==> config.mk <==
export PLATFORM = sky130hd
export DESIGN_NAME = re_mapper_slot
export DESIGN_NICKNAME = d
export VERILOG_FILES = /design/src/rtl/re_mapper_slot.sv
export SDC_FILE = /design/constraint.sdc
export NUM_CORES = 1
export LEC_CHECK = 0
export BUFFER_PORTS_ARGS = -buffer_cell sky130_fd_sc_hd__buf_2
export CAP_MARGIN = 10
export CORE_MARGIN = 3
export CORE_UTILIZATION = 50
export CTS_CLUSTER_SIZE = 10
export DETAILED_ROUTE_END_ITERATION = 12
export PLACE_DENSITY_LB_ADDON = 0.2
export SKIP_LAST_GASP = 1
export SLEW_MARGIN = 15
export SYNTH_ARGS = -nofsm -noshare
export SYNTH_HDL_FRONTEND = slang
export SYNTH_SLANG_ARGS = --single-unit
==> constraint.sdc <==
create_clock -name CLK_RE -period 4 [get_ports CLK_RE]
set_clock_uncertainty 0.05 [all_clocks]
set_input_delay 0.2 -clock CLK_RE [delete_from_list [all_inputs] [get_ports CLK_RE]]
set_output_delay 0.2 -clock CLK_RE [all_outputs]
set_load 0.02 [all_outputs]
==> src/rtl/re_mapper_slot.sv <==
// Uplink slot RE mapper: walks Sym_Start..Sym_End, writing DMRS comb pilots/zeros
// or FFT data for every allocated subcarrier into the RE grid through a registered write port.
module re_mapper_slot #(
    parameter int DATA_W     = 18,
    parameter int DMRS_W     = 9,
    parameter int N_SC_TOTAL = 1200,
    parameter int N_SYM      = 14,
    parameter int ADDR_W     = 11
) (
    input  logic                     CLK_RE,
    input  logic                     RST_RE,
    input  logic                     Start,
    input  logic                     Abort,
    input  logic [ADDR_W-1:0]        N_sc,
    input  logic [6:0]               N_rb,
    input  logic [3:0]               Sym_Start,
    input  logic [3:0]               Sym_End,
    input  logic [N_SYM-1:0]         Dmrs_Map,
    input  logic                     Comb,
    input  logic signed [DMRS_W-1:0] Dmrs_I,
    input  logic signed [DMRS_W-1:0] Dmrs_Q,
    input  logic                     Dmrs_Valid,
    output logic                     Dmrs_Ready,
    input  logic signed [DATA_W-1:0] FFT_I,
    input  logic signed [DATA_W-1:0] FFT_Q,
    input  logic                     FFT_Valid,
    output logic                     FFT_Ready,
    output logic                     Wr_en,
    output logic [3:0]               Wr_sym,
    output logic [ADDR_W-1:0]        Wr_addr,
    output logic signed [DATA_W-1:0] Wr_I,
    output logic signed [DATA_W-1:0] Wr_Q,
    output logic                     Sym_Done,
    output logic                     RE_Done,
    output logic                     Cfg_Err,
    output logic                     Busy
);
    localparam logic [2:0] IDLE     = 3'd0;
    localparam logic [2:0] SETUP    = 3'd1;
    localparam logic [2:0] MAP_DMRS = 3'd2;
    localparam logic [2:0] MAP_DATA = 3'd3;
    localparam logic [2:0] DONE     = 3'd4;

    logic [2:0]        state;
    logic [ADDR_W-1:0] k, n_sc_q, n_re_q;
    logic [3:0]        sym, sym_end_q;
    logic [N_SYM-1:0]  dmrs_map_q;
    logic              comb_q;

    // One extra bit so an allocation running past the grid edge cannot wrap.
    logic [ADDR_W:0] n_re_in, alloc_end;
    logic            cfg_bad;
    assign n_re_in   = (ADDR_W+1)'({N_rb, 3'b000}) + (ADDR_W+1)'({N_rb, 2'b00});
    assign alloc_end = {1'b0, N_sc} + n_re_in;
    assign cfg_bad   = (N_rb == 7'd0) || (alloc_end > (ADDR_W+1)'(N_SC_TOTAL)) ||
                       (Sym_End < Sym_Start) || (int'(Sym_End) >= N_SYM);

    logic pilot, last_k, accept;
    logic signed [DATA_W-1:0] dmrs_i_ext, dmrs_q_ext;
    assign pilot      = (k[0] == comb_q);
    assign last_k     = (k == n_re_q - ADDR_W'(1));
    assign dmrs_i_ext = DATA_W'(Dmrs_I);
    assign dmrs_q_ext = DATA_W'(Dmrs_Q);

    assign Dmrs_Ready = (state == MAP_DMRS) && pilot && !Abort;
    assign FFT_Ready  = (state == MAP_DATA) && !Abort;
    // Non-pilot DMRS positions advance without consuming any input.
    assign accept     = !Abort && (((state == MAP_DMRS) && (!pilot || Dmrs_Valid)) ||
                                   ((state == MAP_DATA) && FFT_Valid));
    assign Busy       = (state != IDLE);

    always_ff @(posedge CLK_RE or negedge RST_RE) begin
        if (!RST_RE) begin
            state      <= IDLE;
            k          <= '0;
            sym        <= '0;
            n_sc_q     <= '0;
            n_re_q     <= '0;
            sym_end_q  <= '0;
            dmrs_map_q <= '0;
            comb_q     <= 1'b0;
            Wr_en      <= 1'b0;
            Wr_sym     <= '0;
            Wr_addr    <= '0;
            Wr_I       <= '0;
            Wr_Q       <= '0;
            Sym_Done   <= 1'b0;
            RE_Done    <= 1'b0;
            Cfg_Err    <= 1'b0;
        end else begin
            Wr_en    <= accept;
            Sym_Done <= accept && last_k;
            RE_Done  <= 1'b0;
            Cfg_Err  <= 1'b0;
            if (accept) begin
                Wr_sym  <= sym;
                Wr_addr <= n_sc_q + k;
                Wr_I    <= (state == MAP_DATA) ? FFT_I : (pilot ? dmrs_i_ext : '0);
                Wr_Q    <= (state == MAP_DATA) ? FFT_Q : (pilot ? dmrs_q_ext : '0);
            end
            if (Abort) begin
                state <= IDLE;
            end else begin
                case (state)
                    IDLE: if (Start) begin
                        if (cfg_bad) begin
                            Cfg_Err <= 1'b1;
                        end else begin
                            n_sc_q     <= N_sc;
                            n_re_q     <= n_re_in[ADDR_W-1:0];
                            sym        <= Sym_Start;
                            sym_end_q  <= Sym_End;
                            dmrs_map_q <= Dmrs_Map;
                            comb_q     <= Comb;
                            state      <= SETUP;
                        end
                    end
                    SETUP: begin
                        k     <= '0;
                        state <= dmrs_map_q[sym] ? MAP_DMRS : MAP_DATA;
                    end
                    MAP_DMRS, MAP_DATA: if (accept) begin
                        if (last_k) begin
                            if (sym == sym_end_q) begin
                                state <= DONE;
                            end else begin
                                sym   <= sym + 4'd1;
                                state <= SETUP;
                            end
                        end else begin
                            k <= k + ADDR_W'(1);
                        end
                    end
                    DONE: begin
                        RE_Done <= 1'b1;
                        state   <= IDLE;
                    end
                    default: state <= IDLE;
                endcase
            end
        end
    end
endmodule

# After elaboration in Yosys (flattened, before gate mapping)
# Cells that the tools add are included.
# Widths: inputs -> output; s select.
op_classes:
  n_addsub: 6
  magnitude_cmp: 4
  eq_ne: 17
  muxes: 29
  bitwise_logic: 2
  reduce_logical: 24
op_table:
  columns: ["operator", "count"]
  rows:
  - ["$mux 18", 4]
  - ["$mux 11", 2]
  - ["$pmux 11 s2", 1]
  - ["$mux 4", 5]
  - ["$mux 3", 6]
  - ["$add 11x11->12", 1]
  - ["$gt 12x11->1 const B", 1]
  - ["$ne 2x2->1 const B", 6]
  - ["$ne 3x3->1 const B", 4]
  - ["$reduce_and 4->1", 3]
  - ["$add 10x9->11", 1]
  - ["$add 11x1->11 const B", 1]
  - ["$add 11x11->11", 1]
  - ["$eq 11x11->1", 1]
  - ["$sub 11x1->11 const B", 1]
  - ["$pmux 3 s3", 1]
  - ["$mux 1", 8]
  - ["$pmux 4 s2", 1]
  - ["$logic_and 1x1->1", 7]
  - ["$logic_not 7->1", 1]
  - ["$reduce_and 7->1", 1]
  - ["$eq 3x2->1 const B", 2]
  - ["$logic_or 1x1->1", 5]
  - ["$lt 4x5->1 const B", 1]
  - ["14 further kinds", 17]
totals:
  regBits: 114
  elab_cells: 98

# Depth between registers and ports, before layout
depth:
  ltp_word: 10
  depth_mapped: 19

# Least setup slack after synthesis
# Ideal clock, no wire load.
synth_timing:
  path_type: "in2reg"
  from: "input N_rb[0]"
  to: "register comb_q"
  t_arrival_ps: 3456
  required_time_ps: 3825
  path_slack_ps: 369
  stages: 13
  cell_sequence: "ha_1 fa_1 a21o_1 a21oi_1 xnor2_1 ha_1 or4_1 o21a_1 a31oi_1 a2111oi_2 o2111ai_1 clkbuf_1 mux2_2"
synth_via:
  elab_chain_len: 8
  elab_cells_between_ends: 9
  classes_between: "add/sub (2); order compare (1); bitwise (1); reduce/logical (5)"
synth_rtl:
  columns: ["element", "line", "rtl"]
  rows:
  - ["from (decl)", "15", "input logic [6:0] N_rb,"]
  - ["$add 10x9->11", "53", "assign n_re_in = (ADDR_W+1)'({N_rb, 3'b000}) + (ADDR_W+1)'({N_rb, 2'b00});"]
  - ["via n_re_in[7]", "51", "logic [ADDR_W:0] n_re_in, alloc_end;"]
  - ["$add 11x11->12", "54", "assign alloc_end = {1'b0, N_sc} + n_re_in;"]
  - ["$gt 12x11->1", "55", "assign cfg_bad = (N_rb == 7'd0) || (alloc_end > (ADDR_W+1)'(N_SC_TOTAL)) ||"]
  - ["$logic_or 1x1->1 (2 in a row)", "55", null]
  - ["$logic_or 1x1->1", "56", "(Sym_End < Sym_Start) || (int'(Sym_End) >= N_SYM);"]
  - ["$not 1->1 (no line)", null, null]
  - ["$reduce_and 4->1 (no line)", null, null]
  - ["to (signal assigned)", "114", "comb_q <= Comb;"]
  - ["to (decl)", "48", "logic comb_q;"]
# The timed path passes the listed nets, and every way through them passes these cells.
# A chain may end at the register's enable or synchronous reset.

# Final worst setup path
layout_timing:
  from: "input N_rb[1]"
  to: "register dmrs_map_q[7]"
layout_via:
  elab_chain_len: 8
  elab_cells_between_ends: 9
  classes_between: "add/sub (2); order compare (1); bitwise (1); reduce/logical (5)"
layout_rtl:
  columns: ["element", "line", "rtl"]
  rows:
  - ["$add 10x9->11", "53", null]
  - ["via n_re_in[7]", "51", null]
  - ["$add 11x11->12", "54", null]
  - ["$gt 12x11->1", "55", null]
  - ["$logic_or 1x1->1 (2 in a row)", "55", null]
  - ["$logic_or 1x1->1", "56", null]
  - ["$not 1->1 (no line)", null, null]
  - ["$reduce_and 4->1 (no line)", null, null]
  - ["to (signal assigned)", "113", "dmrs_map_q <= Dmrs_Map;"]
  - ["to (decl)", "47", "logic [N_SYM-1:0] dmrs_map_q;"]
# The timed path passes the listed nets, and every way through them passes these cells.

==> flow_summary.toml <==
[run_status]
outcome = "finished, final reports clean"

[yosys]
avgSynthCellArea_sq_um = 10.0
synth-seq-cells = 112
synthTopCellsByCount = "112 x dfrtp_1, 57 x nand2_1, 54 x nor2_1, 46 x a21oi_1, 44 x o21ai_0"
synth_area_leaders = "dfrtp_1 44%, ha_1 7.3%, mux2_2 6.7%"
ys_seq_area_share_pct = 43.9
synth-simple-area-share_pct = 13.3
yosysTopAreaCellShare_pct = 43.9
synth.most_common_cell = "dfrtp_1"
synthArstFlopShare_pct = 100
synth-compound-area-share_pct = 17.6
synth-edff-count = 0
synthXorXnorAreaFrac_pct = 4.81
synthesis.area_sq_um = 6380
synth-main-ff-cell = "dfrtp_1"
synthCells = 635
synth_nets = 776
synthMuxAreaShare_pct = 8.44
synthAdderAreaFrac_pct = 8.20
synth_top_area_cell = "dfrtp_1"
ys_warn_count = 0
synth_cell_types = 63
synth_top_family_by_area = "compound AO/OA/AOI/OAI gates"

[placed_design]
dp.final_hpwl_um = 11800
gp_congestion = 0.876
placed_cell_area_sq_um = 7350
port_buffers = 158

[clock_tree]
insertion_delay_ns = 0.36
cts.sinks = 112
cts.repair.resized = 0
clockBufferDepth = 2
cts_buffers = 9
htreeDepth = 3
clkTransAtPathRegs_ns = 0.07
cts_root_buffer = "clkbuf_16"
cts_tree = "yes"

[power_and_ir_drop]
p_leak_nw = 3.77
peakVddDrop_v = 0.000305
power_density_nw_per_um2 = 674

[job]
maxCapViolCount = 0

[sta]
slew_headroom_pct = 35.0
setup_viol_count_final = 0
rsz0062_at_grt = "no"
min_period_over_period_pct = 90.7
tns_ns = 0
fmax_ghz = 0.276
fin_crit_ns = 3.63
final_max_slew_viol_count = 0
hold_violations = 0
worst_slew_pin_slew_ns = 0.975

[die]
die_area_sq_um = 14100
die_y_um = 119
core_sq_um = 12300
rows = 40
start_util_pct = 52.0
die_w_um = 119
io_pins = 159

[setup_path]
arrival_ns = 3.82
worstPathRequired_ns = 4.19
path_cells = "buf_2 > ha_1 > fa_1 > a21o_1 > a21oi_1 > xnor2_1 > ha_1 > nand3_1 > a2bb2oi_1 > nand2b_1 > a22oi_1 > a2111oi_2 > buf_4 > o2111ai_4 > buf_4 > mux2_2"
cp_top_family = "compound AO/OA/AOI/OAI gates"
slowest_stage = "fa_1"
crit_path_end_kind = "register"
start_kind = "input pin"
critPathKind = "input pin to register"
path_buf_inv = 3
critPathMaxStageDelay_ns = 0.41
cp_max_fo = 21

[final_layout]
nets = 925
final_cell_area_sq_um = 7680
drive_gt1_share_pct = 30.4
syn_to_final_growth_pct = 20.4
antenna_cells = 0

[global_routing]
grt_pass1_vias = 5242
antenna_found_initial = 0
overflow = 0
grt_max_degree = 79
grt_pass1_wl_um = 25500
grtUsageTotal_pct = 22.1

[detailed_routing]
drc = 0
drt-pass1-iter-count = 5
vias_per_cell = 5.50
via_count = 5263
drt.antenna.violating_nets = 0
first_iter_violations = 433
drt_wl_total_um = 15200
wl_per_cell_um = 15.9

[worst_hold_path]
hp-class = "input pin to register"
flip-flops by register name, indices dropped and copies added, names as in the netlist, 4 cells and up:
name	count
n_re_q	9
Wr_sym	4
dmrs_map_q	14
Wr_I	18
sym_end_q	4
n_sc_q	11
Wr_addr	11
k	11
Wr_Q	18
sym	4
power by group:
part / total (mW) / switching (mW) / internal, mW
clock: 0.935 / 0.436 / 0.499
combinational: 2.25 / 1.28 / 0.970
sequential: 1.98 / 0.381 / 1.60
routing by layer:
layer / part of all wire (%) / routed length (um) / global-route usage [%] / vias up
met4: 1.3 / 204 / 6.66 / 0
met3: 6.5 / 981 / 3.85 / 15
met5: 0 / 0 / 0 / -
met1: 45 / 6820 / 30.2 / 2473
met2: 47 / 7190 / 36.2 / 201
li1: - / - / - / 2574
what timing repair did:
action / in CTS / in global routing
endpoints found under the hold margin: 77 / 0
hold buffers: 1 / 0
buffers inserted: 0 / 0
final timing paths:
path                                    from              to  slack (ns)  cells past startpoint
worst max-delay path                 N_rb[1]   dmrs_map_q[7]        0.37                     16
worst min-delay path            Dmrs_Map[12]  dmrs_map_q[12]        0.02                      2
worst max register to register     n_re_q[2]           k[10]        0.64                     10
worst min register to register      Wr_Q[17]        Wr_Q[17]        0.43                      2
max in group asynchronous             RST_RE            k[0]        2.35                      3
min in group asynchronous             RST_RE        Wr_Q[16]        0.48                      2
stage by stage:
| stage | hold WS (ns) | std cells | utilization, % | power (mW) | setup WS (ns) |
|---|---|---|---|---|---|
| after floorplan | -0.146 | 635 | - | 3.54 | 0.369 |
| after global placement | 0.350 | 940 | 60.0 | 4.15 | 0.187 |
| after detailed placement | 0.363 | 940 | 60.0 | 4.25 | 0.0355 |
| after CTS | 0.00864 | 957 | 62.6 | 5.20 | 0.419 |
| after global routing | 0.0197 | 957 | 62.6 | 5.55 | 0.129 |
| final | 0.0220 | 957 | 62.6 | 5.17 | 0.372 |
cells in the final DEF (no fill, tap or decap), types with 4 or more instances in the layout:
cell       netlist  final
a21o_1           9      9
a21oi_1         46     46
a221oi_1        16     16
a31oi_1          5      5
and2_1           5      5
buf_2            2    157
buf_4            0     10
clkbuf_16        0      9
dfrtp_1        112    112
ha_1            37     37
inv_1           32     32
mux2_2          38     38
mux4_2           4      4
nand2_1         57     57
nand2b_1         8      8
nand3_1         13     13
nor2_1          54     54
nor2b_1          5      5
nor3_1           8      8
nor4_1           4      4
o21ai_0         44     44
o22a_1           5      5
xnor2_1         24     24
xor2_1          11     11
layout make-up:
class / count / area (sq um)
clock buffer: 9 / 225
clock inverter: 7 / 88.8
fill: 1014 / 4590
inverter: 32 / 120
multi-input combinational: 461 / 3360
sequential: 112 / 2800
tap: 168 / 210
timing repair buffer: 168 / 871
kinds of logic after synthesis:
family,after synthesis
xor+xnor,35
simple gates,177
buf+inv,62
fa+ha+maj,40
mux,44
compound gates,165
flops,112
Power figures use the tool's default switching activity.
